File: src/rtl/bus_transfer_decoder.sv
`default_nettype none
// ============================================================================
//  Module   : bus_transfer_decoder
//  Brief    : Sequenced register-transfer decoder. Expands a (src, dst) code
//             pair into one-hot bus-drive / latch-enable strobes, holding the
//             source alone for SETTLE_CYCLES before a one-cycle latch.
//             Optional loopback self-check: BUSMUX_DEC_LOOPBACK_EN.
//  Revision : 1.0  initial release
// ============================================================================
module bus_transfer_decoder #(
    parameter int SETTLE_CYCLES = 1
) (
    input  logic        clock,
    input  logic        clear,
    input  logic        op_valid,
    output logic        op_ready,
    input  logic [4:0]  op_src,
    input  logic [4:0]  op_dst,
    output logic [23:0] src_oh,
    output logic [23:0] dst_oh,
    output logic        done,
    output logic        err,
    output logic        chk_err
);

    localparam logic [4:0] c_SRC_MAX = 5'd23;
    localparam logic [4:0] c_DST_MAX = 5'd21;
    localparam logic [3:0] c_LOAD    = 4'(SETTLE_CYCLES - 1);

    typedef enum logic [1:0] {
        S_IDLE   = 2'd0,
        S_SETTLE = 2'd1,
        S_LATCH  = 2'd2
    } state_t;

    state_t      r_state;
    logic [4:0]  r_src;
    logic [4:0]  r_dst;
    logic [3:0]  r_count;
    logic [23:0] r_src_oh;
    logic [23:0] r_dst_oh;
    logic        r_done;
    logic        r_err;

    logic        w_accept;
    logic        w_legal;

    // Codes above 23 shift the single bit out of range, yielding all zeros.
    function automatic logic [23:0] f_onehot(input logic [4:0] code);
        return 24'd1 << code;
    endfunction

    assign op_ready = clear && ((r_state == S_IDLE) || (r_state == S_LATCH));
    assign w_accept = op_valid && op_ready;
    assign w_legal  = (op_src <= c_SRC_MAX) && (op_dst <= c_DST_MAX);

    always_ff @(posedge clock) begin
        if (!clear) begin
            r_state  <= S_IDLE;
            r_src    <= 5'd0;
            r_dst    <= 5'd0;
            r_count  <= 4'd0;
            r_src_oh <= 24'd0;
            r_dst_oh <= 24'd0;
            r_done   <= 1'b0;
            r_err    <= 1'b0;
        end else begin
            r_done   <= 1'b0;
            r_err    <= 1'b0;
            r_dst_oh <= 24'd0;
            case (r_state)
                S_SETTLE: begin
                    r_src_oh <= f_onehot(r_src);
                    if (r_count == 4'd0) begin
                        r_state  <= S_LATCH;
                        r_dst_oh <= f_onehot(r_dst);
                        r_done   <= 1'b1;
                    end else begin
                        r_count <= r_count - 4'd1;
                    end
                end
                S_IDLE, S_LATCH: begin
                    // A legal op accepted in LATCH chains straight into SETTLE.
                    r_state  <= S_IDLE;
                    r_src_oh <= 24'd0;
                    if (w_accept) begin
                        if (w_legal) begin
                            r_src    <= op_src;
                            r_dst    <= op_dst;
                            r_count  <= c_LOAD;
                            r_state  <= S_SETTLE;
                            r_src_oh <= f_onehot(op_src);
                        end else begin
                            r_err <= 1'b1;
                        end
                    end
                end
                default: begin
                    r_state  <= S_IDLE;
                    r_src_oh <= 24'd0;
                end
            endcase
        end
    end

    assign src_oh = r_src_oh;
    assign dst_oh = r_dst_oh;
    assign done   = r_done;
    assign err    = r_err;

`ifdef BUSMUX_DEC_LOOPBACK_EN
    logic [4:0] w_enc;
    logic       r_chk_err;

    // Priority re-encode: descending scan so the lowest set index wins.
    always_comb begin
        w_enc = 5'd0;
        for (int i = 23; i >= 0; i--) begin
            if (r_src_oh[i]) begin
                w_enc = 5'(i);
            end
        end
    end

    always_ff @(posedge clock) begin
        if (!clear) begin
            r_chk_err <= 1'b0;
        end else if ((r_src_oh != 24'd0) && (w_enc != r_src)) begin
            r_chk_err <= 1'b1;
        end
    end

    assign chk_err = r_chk_err;
`else
    assign chk_err = 1'b0;
`endif

endmodule
`default_nettype wire

File: config.mk
export PLATFORM = sky130hd
export DESIGN_NAME = bus_transfer_decoder
export DESIGN_NICKNAME = d
export VERILOG_FILES = /design/src/rtl/bus_transfer_decoder.sv
export SDC_FILE = /design/constraint.sdc
export NUM_CORES = 1
export LEC_CHECK = 0
export ABC_AREA = 1
export CAP_MARGIN = 20
export CORE_ASPECT_RATIO = 0.7
export CORE_UTILIZATION = 47
export DETAILED_ROUTE_END_ITERATION = 8
export PLACE_DENSITY = 0.77
export SLEW_MARGIN = 10
export SYNTH_ARGS = -nofsm -noshare
export SYNTH_HDL_FRONTEND = slang
export SYNTH_SLANG_ARGS = --single-unit
export TNS_END_PERCENT = 20
File: constraint.sdc
create_clock -name clock -period 1.7 [get_ports clock]
set_input_delay 0.34 -clock clock [delete_from_list [all_inputs] [get_ports clock]]
set_output_delay 0.34 -clock clock [all_outputs]
set_load 0.02 [all_outputs]
==> results of run 1 <==
## metal layers
| metal | track usage (%) | part of all wire (%) | vias up |
|---|---|---|---|
| li1 | - | - | 1267 |
| met1 | 29.1 | 46 | 1128 |
| met2 | 35.2 | 46 | 92 |
| met3 | 7.86 | 7.5 | 6 |
| met4 | 8.93 | 0.90 | 0 |
| met5 | 0 | 0 | - |
## registers in the layout (all words and copies together), names as in the netlist
name / cells
done: 1
dst_oh: 24
err: 1
r_count: 4
r_dst: 5
r_src: 5
r_state: 2
src_oh: 24
## how the worst min path moves through the flow
| stage | startpoint | end | slack, ns | cells past startpoint |
|---|---|---|---|---|
| floorplan | r_src[4] | r_src[4] | 0.44 | 2 |
| global placement | r_src[4] | r_src[4] | 0.45 | 2 |
| detailed placement | r_src[4] | r_src[4] | 0.46 | 2 |
| finish | r_src[4] | r_src[4] | 0.46 | 2 |
| CTS | r_src[4] | r_src[4] | 0.47 | 2 |
| global route | r_src[4] | r_src[4] | 0.48 | 2 |
## cell type report
type	instances	area share, %
flip-flops and latches	66	36.3
multi-input cells	218	30.5
repair buffers	82	22.3
clock buffers	9	3.41
inverters	30	3.10
well taps	72	2.48
clock inverters	7	1.93
## power groups by stage
stage               Combinational (mW)  Sequential (mW)  Clock (mW)
detailed placement               0.318             1.63           0
global route                     0.356             1.60        1.36
finish                           0.323             1.60        1.26
global placement                 0.312             1.63           0
CTS                              0.320             1.60        1.27
floorplan                        0.204             1.62           0
## layout by cell type, fill, tap and decap left out, types with 3 or more instances in the layout
cell type | synthesis | final
o21ai_0 | 9 | 9
clkinv_1 | 7 | 7
nand3_1 | 22 | 22
dfxtp_1 | 66 | 66
clkinv_2 | 0 | 3
nand2_1 | 44 | 44
clkdlybuf4s50_1 | 0 | 62
nor4_1 | 7 | 7
clkbuf_8 | 0 | 9
inv_1 | 19 | 19
inv_2 | 4 | 4
nor2_1 | 51 | 51
a21oi_1 | 38 | 38
nand4_1 | 31 | 31
buf_12 | 0 | 3
buf_4 | 3 | 16
## kinds of logic after synthesis
kind of cell	after synthesis
fa+ha+maj	2
buf+inv	47
compound gates	48
flops	66
simple gates	167
other cells	1
==> results.toml, run 1 <==
[final_layout]
multi_input_area_um2 = 1110
final_nets = 422
area_growth_pct = 38.4
drive_gt1_share_pct = 11.9
seq_area_um2 = 1320
antenna_cells = 0
stdcell_count = 484
fin_util_pct = 68.5
design_area_um2 = 3640
fillers = 416

[clock_tree]
cts_tree = "built"
clock-sinks = 66
ctsResizeCount = 1
cts_setup_buffers = 0
clk_latency_ns = 0.34
clock_path_buffers = 2
cts_max_level = 3
hold_buffers = 0
numCtsBuffers = 9
clk_pin_slew_ns = 0.07
clockRootBuffer = "clkbuf_8"

[timing]
fin_crit_ns = 1.65
setup_violations = 0
fmax_mhz = 608
rsz0062_at_grt = "no"
timing.hold.ws_ns = 0.465
finalCritPeriodShare_pct = 96.8
finalWorstSetupSlack_ns = 0.0545
tns_ns = 0
final.setup_skew_ns = 0.00971
slew_violations = 0
timing.final.hold_violations = 0

[pwr]
total_power_mw = 3.18
seq_power_share_pct = 50.3
pwr-share-clk_pct = 39.6
intPower_mw = 2.37
power.share.combinational_pct = 10.2
switchingPower_mw = 0.811
power_density_nw_per_um2 = 874
p_leak_nw = 1.34
p_sw_share_pct = 25.5
ir_drop_mv = 0.607

[placed_design]
dpl.cell_count = 468
io_buffer_count = 63
dp_slack_ns = -0.184
gp_congestion = 0.934
post_dp_cell_area_um2 = 3440
hpwl_um = 4410

[logic_synthesis]
synth_edf_count = 0
synth_warnings = 0
synth_compound_area_share_pct = 9.57
syn_inst = 331
ys_top_cells_by_area = "dfxtp_1 (50%), nand4_1 (7.4%), nor2_1 (7.3%)"
synth_common_cells = "dfxtp_1 (66), nor2_1 (51), nand2_1 (44)"
ys_seq_area_share_pct = 50.3
synth_nets = 346
synth.most_common_cell = "dfxtp_1"
syn_area_um2 = 2630
async_flop_share_pct = 0
synth_top_cell_by_area = "dfxtp_1"
synth.avg_cell_area_um2 = 7.94
synthSimpleGateAreaFrac_pct = 31.6
synth_cell_types = 29
synth_seq_cells = 66
synth-xor-area-share_pct = 0
synth_top_family_by_area = "simple AND/OR/NAND/NOR gates"
yosys.area_share.adder_pct = 0.952
muxShareOfSynthArea_pct = 0
synth_top_area_share_pct = 50.3
synthFlopType = "dfxtp_1"

[floorplan]
dieArea_um2 = 5900
core_um2 = 5310
ios = 65
rows = 22
start_util_pct = 49.5
fp.dieW_um = 91.4
die_height_um = 64.6

[grt]
antenna_found_initial = 0
overflow = 0
grt_usage_pct = 22.7
grt_pass1_vias = 2335
grt_max_degree = 25
grt_pass1_wl_um = 10500

[route]
via_count = 2493
wl_um = 6140
routedWlPerCell_um = 12.7
avgViaCountPerCell = 5.15
drtAntennaViolNets = 0
drcViolationCount = 0
drtIter0Drc = 128
drtPass1Iterations = 5

[worst_setup_path]
worstPathRequired_ns = 1.36
crit_path_start = "src_oh[7]"
path_max_fanout = 1
path_buf_inv = 1
critPathSlowestCell = "clkdlybuf4s50_1"
end_kind = "primary output"
reg2reg_to = "dst_oh[23]"
r2r-start = "r_count[0]"
rrSetupSlack_ns = 0.23
crit_family = "buffers and inverters"
worstPathArrival_ns = 1.31
reg2regPathDepth = 6
path_depth = 1
crit_chain = "clkdlybuf4s50_1"
worstSetupEndpoint = "src_oh[7]"
crit_path_start_kind = "flip-flop"
max_stage_delay_ns = 0.61
crit_type = "flip-flop to primary output"

[flow_run]
drv_cap = 0

[worst_hold_path]
worstHoldPathType = "flip-flop to flip-flop"

[outcome]
outcome = "completed"
Note: power is estimated with default switching activity, not from simulation.
==> run 2, diff against run 1 <==
--- a/config.mk
+++ b/config.mk
@@ -7,9 +7,9 @@
 export LEC_CHECK = 0
 export ABC_AREA = 1
 export CAP_MARGIN = 20
-export CORE_ASPECT_RATIO = 0.7
 export CORE_UTILIZATION = 47
 export DETAILED_ROUTE_END_ITERATION = 8
+export GPL_ROUTABILITY_DRIVEN = 0
 export PLACE_DENSITY = 0.77
 export SLEW_MARGIN = 10
 export SYNTH_ARGS = -nofsm -noshare
==> run 2 against run 1 <==
Effect of this change: design area fell by 0.52%; worst hold slack improved by 0.0024 ns; highest routed layer unchanged; largest power group unchanged; critical path depth did not move; wire length fell by 2.4%; register-to-register slack got worse by 0.03 ns; non-clock buffer count rose by 1; count of clock-buffer cells in the layout rose by 1; fmax rose by 1.9%; combinational power barely moved.
==> results.toml, run 2 (synthesized netlist as in run 1, its figures left out) <==
[worst_setup_path]
r2r-start = "r_src[1]"
crit_chain = "clkdlybuf4s50_1"
path_depth = 1
max_stage_delay_ns = 0.61
worstPathRequired_ns = 1.36
reg2regPathDepth = 4
end_kind = "primary output"
worstPathArrival_ns = 1.27
critPathSlowestCell = "clkdlybuf4s50_1"
crit_family = "buffers and inverters"
path_buf_inv = 1
crit_type = "flip-flop to primary output"
crit_path_start_kind = "flip-flop"
crit_path_start = "err"
path_max_fanout = 1

[clock_tree]
numCtsBuffers = 9
cts_tree = "built"
clock_path_buffers = 2
hold_buffers = 0
cts_max_level = 3
clk_pin_slew_ns = 0.07
clock-sinks = 66
clk_latency_ns = 0.34
clockRootBuffer = "clkbuf_8"

[timing]
setup_violations = 0
tightest_slew_ns = 0.539
fmax_mhz = 619
rsz0062_at_grt = "no"
timing.final.hold_violations = 0
final.setup_skew_ns = 0.00830
slew_violations = 0
fin_crit_ns = 1.61
finalCritPeriodShare_pct = 95.0
slew_headroom_pct = 63.9

[flow_run]
drv_cap = 0

[placed_design]
io_buffer_count = 63
hpwl_um = 4290
dpl.cell_count = 467

[grt]
grt_pass1_vias = 2244
grt_usage_pct = 21.9
grt_pass1_wl_um = 10400
grt_max_degree = 25
overflow = 0
antenna_found_initial = 0

[final_layout]
seq_area_um2 = 1320
multi_input_area_um2 = 1110
drive_gt1_share_pct = 11.9
antenna_cells = 0
stdcell_count = 483
final_nets = 423
area_growth_pct = 37.6
final_common_cell = "dfxtp_1"
layout_common_cells = "dfxtp_1 (66), clkdlybuf4s50_1 (62), nor2_1 (51)"
fillers = 407

[route]
drtAntennaViolNets = 0
routedWlPerCell_um = 12.4
drtIter0Drc = 263
drtPass1Iterations = 5
wl_um = 5990
avgViaCountPerCell = 5.22
drcViolationCount = 0
via_count = 2523

[floorplan]
core_um2 = 5240
dieArea_um2 = 5900
rows = 26
fp.dieW_um = 76.8
die_height_um = 76.8
ios = 65
start_util_pct = 50.2

[pwr]
power_density_nw_per_um2 = 843
total_power_mw = 3.05
ir_drop_mv = 0.632
p_leak_nw = 1.32

[outcome]
outcome = "completed"

[worst_hold_path]
worstHoldPathType = "flip-flop to flip-flop"
min-delay-start = "r_src[4]"
whs_path_depth = 2
## run 2: cell count changes in the layout (fill, tap and decap cells not counted), sizes merged
cell and delta:
clkinv -2, buf +1, bufinv -1, clkbuf +1
clkinvlp +1, inv +1
## run 2: worst paths after layout
kind / endpoint / slack (ns)
max reg2reg: src_oh[3] / 0.20
min: r_src[4] / 0.47
max: err / 0.09
min reg2reg: r_src[4] / 0.47
## run 2: what timing repair did
action	4_1_cts	5_1_grt
gates resized for setup	1	0
setup buffers	0	0
endpoints found under the hold margin	0	0
setup endpoints to repair	1	0
## run 2: per-stage QoR
stage	hold WS [ns]	worst slack, ns	TNS (ns)	instance area [um2]	utilization (%)
final	0.467	0.0851	0	3620	69.1
after global routing	0.505	0.0318	0	3620	69.1
after CTS	0.469	0.0705	0	3620	69.1
after detailed placement	0.459	-0.184	-4.17	3450	65.9
after global placement	0.450	-0.170	-2.36	3450	65.9
after floorplan	0.444	0.467	0	2630	-
## run 2: layer usage
metal | track usage [%] | part of all wire [%]
met1 | 29.4 | 46
met2 | 33.2 | 45
met3 | 4.64 | 7.4
met4 | 10.8 | 1.7
met5 | 0 | 0
## run 2: area by class of cell
type	count	share of cell area [%]
tap	70	2.42
clock inverter	6	1.18
multi-input combinational	218	30.7
inverter	30	3.11
sequential	66	36.5
timing repair buffer	83	22.6
clock buffer	10	3.53
## run 2: power by group
| part | total, mW | switching, mW | internal, mW |
|---|---|---|---|
| registers | 1.60 | 0.0295 | 1.57 |
| logic | 0.324 | 0.195 | 0.130 |
| clock network | 1.13 | 0.595 | 0.530 |
| total | 3.05 | 0.819 | 2.23 |
==> run 3, diff against run 2 <==
--- a/config.mk
+++ b/config.mk
@@ -6,11 +6,12 @@
 export NUM_CORES = 1
 export LEC_CHECK = 0
 export ABC_AREA = 1
-export CAP_MARGIN = 20
+export CAP_MARGIN = 0
 export CORE_UTILIZATION = 47
 export DETAILED_ROUTE_END_ITERATION = 8
 export GPL_ROUTABILITY_DRIVEN = 0
 export PLACE_DENSITY = 0.77
+export SETUP_SLACK_MARGIN = 0.3
 export SLEW_MARGIN = 10
 export SYNTH_ARGS = -nofsm -noshare
 export SYNTH_HDL_FRONTEND = slang
==> run 3 against run 2 <==
Effect of this change: count of clock-buffer cells in the layout unchanged; non-clock buffer count increased by 3; clock power about the same; clock skew about the same; largest cell class unchanged; sequential share of layout area decreased by 1.0 points; sequential power about the same; utilization increased by 2.1 points.
==> results.toml, run 3 (synthesized netlist as in run 1, its figures left out) <==
[worst_setup_path]
crit_family = "buffers and inverters"
path_max_fanout = 1
critPathSlowestCell = "clkdlybuf4s50_1"
crit_type = "flip-flop to primary output"
path_buf_inv = 1
crit_chain = "clkdlybuf4s50_1"
worstPathRequired_ns = 1.36
worstPathArrival_ns = 1.25
crit_path_start_kind = "flip-flop"
max_stage_delay_ns = 0.60
end_kind = "primary output"

[grt]
grt_pass1_wl_um = 10400
grt_usage_pct = 22.0
grt_pass1_vias = 2248
overflow = 0
grt_max_degree = 25
antenna_found_initial = 0

[timing]
fmax_mhz = 629
finalWorstSetupSlack_ns = 0.110
slew_headroom_pct = 64.3
setup_violations = 0
fin_crit_ns = 1.59
slew_violations = 0
timing.hold.ws_ns = 0.331
timing.final.hold_violations = 0
final.setup_skew_ns = 0.00832
tns_ns = 0
tightest_slew_ns = 0.533
finalCritPeriodShare_pct = 93.5
rsz0062_at_grt = "yes"

[final_layout]
fillers = 400
drive_gt1_share_pct = 15.1
final_nets = 427
layout_common_cells = "dfxtp_1 (64), nor2_1 (49), nand2_1 (43)"
stdcell_count = 487
area_growth_pct = 41.9
fin_util_pct = 71.2
final_common_cell = "dfxtp_1"
design_area_um2 = 3730
antenna_cells = 0

[clock_tree]
clk_pin_slew_ns = 0.07
clockRootBuffer = "clkbuf_8"
numCtsBuffers = 9
clock-sinks = 66
clk_latency_ns = 0.35
clock_path_buffers = 2
cts_tree = "built"
cts_max_level = 3
hold_buffers = 0

[route]
drtIter0Drc = 272
avgViaCountPerCell = 5.21
wl_um = 6260
routedWlPerCell_um = 12.9
drtPass1Iterations = 5
drcViolationCount = 0
drtAntennaViolNets = 0
via_count = 2539

[pwr]
total_power_mw = 3.07
p_leak_nw = 1.77
ir_drop_mv = 0.667
power_density_nw_per_um2 = 823

[floorplan]
ios = 65
start_util_pct = 50.2
dieArea_um2 = 5900
rows = 26
fp.dieW_um = 76.8
core_um2 = 5240
die_height_um = 76.8

[flow_run]
drv_cap = 0

[outcome]
outcome = "completed"

[placed_design]
io_buffer_count = 63
dp_slack_ns = -0.184
hpwl_um = 4290
post_dp_cell_area_um2 = 3450
dpl.cell_count = 467

[worst_hold_path]
worstHoldPathType = "primary input to flip-flop"
==> run 3: where the power goes <==
group | total (mW) | switching (mW) | internal (mW)
logic | 0.341 | 0.203 | 0.138
registers | 1.60 | 0.0308 | 1.57
clock network | 1.13 | 0.598 | 0.530
total | 3.07 | 0.831 | 2.24
==> run 3: path summary, 6_finish.rpt <==
check,depth (start not counted),to,startpoint,slack (ns)
setup / recovery,1,src_oh[14],src_oh[14],0.11
hold / removal,3,r_dst[2],op_dst[2],0.33
setup reg to reg,6,dst_oh[3],r_count[0],0.22
hold reg to reg,2,r_src[4],r_src[4],0.47
==> run 3: what timing repair did <==
| action | 4_1_cts | 5_1_grt |
|---|---|---|
| resized for setup | 19 | 37 |
| endpoints found under the setup margin | 95 | 96 |
| setup buffers | 0 | 2 |
| pin swaps | 0 | 3 |
| gates cloned | 0 | 2 |
==> run 3: worst min-delay path, stage by stage <==
cell	delay, ns
dlymetal6s2s_1	0.11
o21ai_0	0.09
a21oi_1	0.10
==> run 3: area by class of cell <==
cell class | instances | area, um2 | area share (%)
sequential | 66 | 1320 | 35.5
multi-input combinational | 218 | 1130 | 30.4
timing repair buffer | 86 | 888 | 23.8
clock buffer | 10 | 128 | 3.42
inverter | 30 | 123 | 3.29
tap | 70 | 87.6 | 2.35
clock inverter | 6 | 42.5 | 1.14
timing repair inverter | 1 | 5.00 | 0.134
==> run 3: metal layers <==
layer  track usage, %  wire length [um]  up-vias
li1                 -                 -     1272
met1             29.4              2830     1143
met2             33.4              2860      112
met3             4.52               476       12
met4             10.8                99        0
met5                0                 0        -
